===== config.mk =====
export PLATFORM = sky130hd
export DESIGN_NAME = transfer_sequencer
export DESIGN_NICKNAME = d
export VERILOG_FILES = /design/src/rtl/transfer_sequencer.sv
export SDC_FILE = /design/constraint.sdc
export NUM_CORES = 1
export LEC_CHECK = 0
export ABC_AREA = 1
export CAP_MARGIN = 20
export CELL_PAD_IN_SITES_DETAIL_PLACEMENT = 1
export CELL_PAD_IN_SITES_GLOBAL_PLACEMENT = 1
export CORE_UTILIZATION = 45
export DETAILED_ROUTE_END_ITERATION = 12
export DONT_BUFFER_PORTS = 1
export HOLD_SLACK_MARGIN = 0.1
export PLACE_DENSITY_LB_ADDON = 0.15
export REMOVE_ABC_BUFFERS = 1
export SLEW_MARGIN = 20
export SYNTH_ARGS = -nofsm -noshare
export SYNTH_HDL_FRONTEND = slang
export SYNTH_SLANG_ARGS = --single-unit

===== constraint.sdc =====
create_clock -name CLOCK -period 3.2 [get_ports CLOCK]
set_clock_uncertainty 0.2 [all_clocks]
set_input_delay 0.64 -clock CLOCK [delete_from_list [all_inputs] [get_ports CLOCK]]
set_output_delay 0.64 -clock CLOCK [all_outputs]
set_load 0.01 [all_outputs]

===== src/rtl/transfer_sequencer.sv =====
// Drum bit/word timing generator and TR transfer-window sequencer for the
// G-15 early/intermediate bus path: IDLE -> WAIT -> XFER -> RCP -> IDLE.
module transfer_sequencer #(
    parameter int BITS_PER_WORD = 29,
    parameter int WORDS_PER_REV = 108
) (
    input  logic       CLOCK,
    input  logic       rst,
    input  logic       BIT_EN,
    input  logic       GO,
    input  logic [6:0] L,
    input  logic [6:0] N,
    input  logic       IMMED,
    input  logic       DOUBLE,
    input  logic       HALT,
    output logic [4:0] BIT,
    output logic [6:0] WORD,
    output logic       TS,
    output logic       TR,
    output logic       RC,
    output logic       DONE,
    output logic       BUSY
);

    localparam logic [4:0] BIT_LAST  = 5'(BITS_PER_WORD - 1);
    localparam logic [6:0] WORD_LAST = 7'(WORDS_PER_REV - 1);
    localparam logic [6:0] WORD_REV  = 7'(WORDS_PER_REV);

    typedef enum logic [1:0] {
        S_IDLE,
        S_WAIT,
        S_XFER,
        S_RCP
    } state_t;

    state_t     state_q, state_d;
    logic [4:0] bit_q, bit_d;
    logic [6:0] word_q, word_d;
    logic [6:0] start_word_q, start_word_d;
    logic [6:0] stop_word_q, stop_word_d;
    logic       immed_q, immed_d;
    logic       double_q, double_d;

    logic       bit_wrap;
    logic [6:0] word_inc;
    logic [6:0] l_red;
    logic [6:0] n_red;
    logic [6:0] end_word;
    logic       start_hit;

    // Word addresses above the last drum word fold back by one revolution.
    function automatic logic [6:0] reduce_word(input logic [6:0] w);
        if (w >= WORD_REV) begin
            return w - WORD_REV;
        end
        return w;
    endfunction

    function automatic logic [6:0] next_word(input logic [6:0] w);
        if (w == WORD_LAST) begin
            return 7'd0;
        end
        return w + 7'd1;
    endfunction

    assign bit_wrap = (bit_q == BIT_LAST);
    assign word_inc = next_word(word_q);

    // Start/stop words are resolved once at GO, so WAIT/XFER only compare
    // against the word the counters are about to enter.
    assign l_red    = reduce_word(L);
    assign n_red    = reduce_word(N);
    assign end_word = DOUBLE ? (n_red | 7'd1) : n_red;

    assign start_hit = immed_q ? (!double_q || !word_inc[0])
                               : (word_inc == start_word_q);

    always_comb begin
        bit_d  = bit_q;
        word_d = word_q;
        if (BIT_EN) begin
            bit_d = bit_wrap ? 5'd0 : bit_q + 5'd1;
            if (bit_wrap) begin
                word_d = word_inc;
            end
        end
    end

    always_comb begin
        state_d      = state_q;
        start_word_d = start_word_q;
        stop_word_d  = stop_word_q;
        immed_d      = immed_q;
        double_d     = double_q;
        if (BIT_EN) begin
            if (HALT) begin
                state_d = S_IDLE;
            end else begin
                unique case (state_q)
                    S_IDLE: begin
                        if (GO) begin
                            state_d      = S_WAIT;
                            start_word_d = DOUBLE ? {l_red[6:1], 1'b0} : l_red;
                            stop_word_d  = next_word(end_word);
                            immed_d      = IMMED;
                            double_d     = DOUBLE;
                        end
                    end
                    S_WAIT: begin
                        if (bit_wrap && start_hit) begin
                            state_d = S_XFER;
                        end
                    end
                    // The first boundary seen here is the end of the start word,
                    // so a full word is always transferred before the end check.
                    S_XFER: begin
                        if (bit_wrap && (word_inc == stop_word_q)) begin
                            state_d = S_RCP;
                        end
                    end
                    S_RCP: begin
                        state_d = S_IDLE;
                    end
                    default: begin
                        state_d = S_IDLE;
                    end
                endcase
            end
        end
    end

    always_ff @(posedge CLOCK) begin
        if (rst) begin
            state_q <= S_IDLE;
            bit_q   <= 5'd0;
            word_q  <= 7'd0;
        end else begin
            state_q <= state_d;
            bit_q   <= bit_d;
            word_q  <= word_d;
        end
    end

    always_ff @(posedge CLOCK) begin
        start_word_q <= start_word_d;
        stop_word_q  <= stop_word_d;
        immed_q      <= immed_d;
        double_q     <= double_d;
    end

    assign BIT  = bit_q;
    assign WORD = word_q;
    assign TS   = (bit_q == 5'd0);
    assign TR   = (state_q == S_XFER);
    assign RC   = (state_q == S_RCP);
    assign DONE = (state_q == S_RCP);
    assign BUSY = (state_q != S_IDLE);

endmodule

# ---- Word-level counts from Yosys, hierarchy flattened
# Index checks and enable logic that the tools add are counted.
dict set report word_totals {
  reg_bits 30
  input_bits 21
  out_inout_bits 17
  elab_cells 62
}
dict set report classes {
  n_addsub 5
  n_lt_le_gt_ge 2
  eq_ne 11
  n_mux 24
  n_bitwise 1
  reduce_logical 11
}
# cell count
set op_table {}
lappend op_table {{two-way mux 7 bit} 8}
lappend op_table {{adder 7 x 1 -> 7 bit (second input constant)} 2}
lappend op_table {{equality test 7 bit} 2}
lappend op_table {{equality test 7 bit (second input constant)} 2}
lappend op_table {{>= comparator 7 bit (second input constant)} 2}
lappend op_table {{subtractor 7 bit (second input constant)} 2}
lappend op_table {{two-way mux 1 bit} 10}
lappend op_table {{two-way mux 2 bit} 4}
lappend op_table {{case mux 2 bit (4 select lines)} 1}
lappend op_table {{AND reduction 4 bit} 2}
lappend op_table {{!= test 3 bit (second input constant)} 2}
lappend op_table {{adder 5 x 1 -> 5 bit (second input constant)} 1}
lappend op_table {{equality test 5 bit (second input constant)} 1}
lappend op_table {{logical NOT 5 bit} 1}
lappend op_table {{two-way mux 5 bit} 1}
lappend op_table {{equality test 2 bit (second input constant)} 2}
lappend op_table {{!= test 3 x 2 -> 1 bit (second input constant)} 1}
lappend op_table {{equality test 2 x 1 -> 1 bit (second input constant)} 1}
lappend op_table {{logical AND 1 bit} 2}
lappend op_table {{logical NOT 1 bit} 2}
lappend op_table {{logical NOT 2 bit} 1}
lappend op_table {{AND reduction 2 bit} 1}
lappend op_table {{nonzero test 2 bit} 1}
lappend op_table {{logical OR 1 bit} 1}
lappend op_table {{NOT 1 bit} 1}

# ---- Logic depth before layout (Yosys ltp)
dict set report depth {
  depth_word 11
  ltp_mapped 18
}

# ---- Worst setup path before layout
# OpenSTA, ideal clock, no wires.
dict set report synth_path {
  kind {input to register}
  from {input BIT_EN}
  to {register double_q, enable pin}
  setup_ns 0.409
  t_arrival_ns 2.051
  setup_slack_ns 0.540
  stages 3
  path_buffers 1
  path_cell_list {clkbuf_1 > nand2_1 > nor3_1}
}
dict set report synth_between {
  elab_chain_len 1
}
# item line_no
set synth_rtl {}
lappend synth_rtl {{start, declared} 9} ;# input logic BIT_EN,
lappend synth_rtl {{AND reduction 4 bit (no source line)} n/a}
lappend synth_rtl {{end signal, assigned} 148} ;# double_q <= double_d;
lappend synth_rtl {{end, declared} 42} ;# logic double_q, double_d;
# Every way passes these cells.
# A chain may end at the register's enable or synchronous reset.

# ---- Final worst setup path
dict set report layout_path {
  from {register word_q[1], in the netlist WORD[1]}
  to {register state_q[1]}
}
dict set report layout_between {
  elab_chain_len 9
  word_cells_on_any_way 14
  cone_classes {add/sub: 1; eq/ne: 5; mux: 3; reduce/logical: 5}
}
# item line_no
set layout_rtl {}
lappend layout_rtl {{start, declared} 38} ;# logic [6:0] word_q, word_d;
lappend layout_rtl {{start signal, assigned} 140} ;# word_q <= word_d;
lappend layout_rtl {{parallel branches: the longest is 2 deep, another holds adder 7 x 1 -> 7 bit} n/a}
lappend layout_rtl {{two-way mux 7 bit (*)} 63} ;# return w + 7'd1;
lappend layout_rtl {{parallel branches: the longest is 5 deep, another holds equality test 7 bit} n/a}
lappend layout_rtl {{AND reduction 4 bit (no source line) (*)} n/a}
lappend layout_rtl {{end signal, assigned} 138} ;# state_q <= state_d;
lappend layout_rtl {{end, declared} 36} ;# state_t state_q, state_d;
# Mark *: on every way between the ends.

==> flow_summary.yaml <==
yosys:
  synth_seq_cells: 30
  syn-cell-area_sq_um: 2049
  yosysWarningCount: 0
  postSynthAreaPerCell_sq_um: 7.293
  synth_cell_types: 35
  syn_inst: 281
  ys_seq_area_share_pct: 37.12
timing:
  finalHoldViolCount: 0
  max_freq_ghz: 0.4125
  max-slew-margin-rel_pct: 40.17
  hold_slack_ns: 0.2493
  slew_viol_final: 0
  finalWorstSetupSlack_ns: 0.7755
  period_needed_ns: 2.424
  worstMarginPinSlew_ns: 0.8915
  period_share_pct: 75.76
  report.final.setup_viol: 0
  rsz0062_at_grt: "false"
  timing.setup.tns_ns: 0
drt:
  drtAntennaViolNets: 0
  post_drt_wl_per_cell_um: 14.27
  drc: 0
  dr.pass1.iters: 4
  viasPerCell: 5.214
  vias: 1757
  drt-initial-drc-count: 36
  wirelength_um: 4809
outcome:
  status: "finished, final reports clean"
placed_design:
  dp_slack_ns: 0.6592
  gp_congestion: 0.8043
  post-dp-hpwl_um: 3803
  port_buffers: 0
power_and_ir_drop:
  p_leak_nw: 1.028
  powerDensity_nw_per_um2: 392.2
  ir_drop_mv: 0.2031
floorplanning:
  die_y_um: 69.49
  start_util_pct: 47.07
  dieArea_sq_um: 4828
  rows: 24
  pin_count: 38
  fp.dieW_um: 69.49
  coreArea_sq_um: 4354
cts:
  cts_setup_buffers: 0
  cts_root_buffer: "clkbuf_8"
  cts_tree: "yes"
  holdBufCountCts: 0
  cts_max_path_buffers: 2
  cts_resized: 0
  clkLatencyLatePin_ns: 0.28
  cts_made_buffers: 5
  htree_levels: 2
  cts.sinks: 30
  clk_pin_slew_ns: 0.06
setup_path:
  critPathCapture: "state_q[1]"
  crit_required_ns: 3.18
  path_max_fanout: 13
  r2r_end: "state_q[1]"
  worstPathArrival_ns: 2.40
  worstSetupStartpoint: "WORD[1]"
  end_kind: "register"
  crit_type: "register to register"
  worstReg2RegStart: "WORD[1]"
  r2r_slack_ns: 0.78
  critPathLaunchType: "register"
  r2r_cells: 18
global_routing:
  grt_pass1_vias: 1790
  grt_pass1_wl_um: 8286
  grt_usage_pct: 21.66
  grt_max_degree: 17
  antenna_found_initial: 0
  grt_overflow: 0
cells_and_area:
  nNetsFinal: 315
  syn_to_final_growth_pct: 6.594
  seqCellArea_sq_um: 760.7
  layout-drive-gt1-share_pct: 11.58
  multiInputGateArea_sq_um: 1069
  fillCellCount: 563
  diodes: 0
run:
  max-cap-violations: 0
worst_hold_path:
  holdCritPathClass: "primary input to register"
  min-delay-start: "DOUBLE"
-- per-layer routing --
metal,up-vias,share of wire (%),global-route usage [%]
met5,-,0,0
met2,24,49,37.65
li1,903,-,-
met3,6,3.3,5.233
met4,0,1.5,7.483
met1,824,46,25.99
-- kinds of logic after synthesis --
logic type,after synthesis,synth area share [%]
AO/OA/AOI/OAI,26,8.181
XOR/XNOR,7,2.992
adder cells (fa/ha/maj),10,6.105
buffers and inverters,56,10.99
flip-flops,30,37.12
AND/OR/NAND/NOR,152,34.62
-- worst min-delay path by stage --
stage	slack, ns	depth (start not counted)	endpoint
after detailed placement	0.37	2	BIT[1]
after global routing	0.23	0	double_q
after global placement	0.36	2	BIT[1]
after CTS	0.24	0	immed_q
after floorplan	0.33	2	BIT[1]
final	0.25	0	double_q
-- critical path: stages, from the launching register on --
cell and delay, ns:
dfxtp_1 0.48, ha_1 0.30, nand2_1 0.09, inv_2 0.08
nand3_4 0.17, nand2_1 0.24, nand2_1 0.08, nand2_1 0.08
inv_2 0.03, nand2_1 0.06, nor2_1 0.04, nand2_1 0.07
nand2_1 0.05, nand2_1 0.06, nand2_1 0.06, nand2_2 0.09
nand2_1 0.05, nand2_1 0.05, nor2_1 0.04
-- flip-flops by register name, summed over array words and instances (netlist names) --
signal / flops
start_word_q: 7
immed_q: 1
double_q: 1
stop_word_q: 7
BIT: 5
WORD: 7
state_q: 2
-- stage by stage --
stage | cells | power [mW] | area, sq um | util [%]
after CTS | 337 | 0.8676 | 2185 | 50.17
final | 337 | 0.8568 | 2185 | 50.17
after floorplan | 276 | 0.5215 | 2016 | -
after global placement | 329 | 0.5405 | 2093 | 48.07
after global routing | 337 | 0.9021 | 2185 | 50.17
after detailed placement | 329 | 0.5462 | 2093 | 48.07
-- cell type report --
type                            instances  share of cell area [%]
Multi-Input combinational cell        195                   48.91
Sequential cell                        30                   34.82
Inverter                               51                   8.763
Clock buffer                            7                   3.952
Tap cell                               52                   2.978
Timing Repair Buffer                    1                  0.3436
Clock inverter                          1                  0.2291
-- report_power, final --
part           total [mW]  internal, mW  switching (mW)
Clock               0.320         0.173           0.146
Combinational       0.105        0.0380          0.0668
Sequential          0.432         0.421          0.0110
Total               0.857         0.633           0.224
-- cell usage after synthesis, drive strengths merged --
cell    instances  area share, %
ha             10            6.1
clkinv          1           0.18
a21oi           7            1.9
o21ai           7            1.9
inv            50            9.2
a21boi          1           0.37
nand3          21            6.5
clkbuf          2           0.37
dfxtp          14             14
nand3b          6            2.4
nand4           5            1.5
nand2          75             14
o22ai           7            2.1
o41ai           1           0.79
edfxtp         16             23
or2             1           0.31
o31ai           2           0.73
buf             3            1.3
a211oi          1           0.37
nor2           38            8.1
and3            1           0.31
nor3            5            1.2
xor2            5            2.1
xnor2           2           0.85
-- placed cells by master (no fill, tap or decap), types with 3 or more instances in the layout --
| cell type | count |
|---|---|
| nand3b_1 | 5 |
| nand2_1 | 70 |
| dfxtp_1 | 14 |
| xor2_1 | 5 |
| nor2_1 | 33 |
| nor3_1 | 4 |
| nand4_1 | 5 |
| o21ai_1 | 3 |
| o21ai_0 | 3 |
| clkbuf_8 | 6 |
| nor2_2 | 3 |
| nand2_2 | 5 |
| o22ai_1 | 7 |
| nand3_1 | 17 |
| inv_2 | 5 |
| edfxtp_1 | 16 |
| inv_1 | 45 |
| a21oi_1 | 6 |
| ha_1 | 10 |
| nand3_2 | 3 |
No activity file was read; power rests on OpenSTA's default activity.
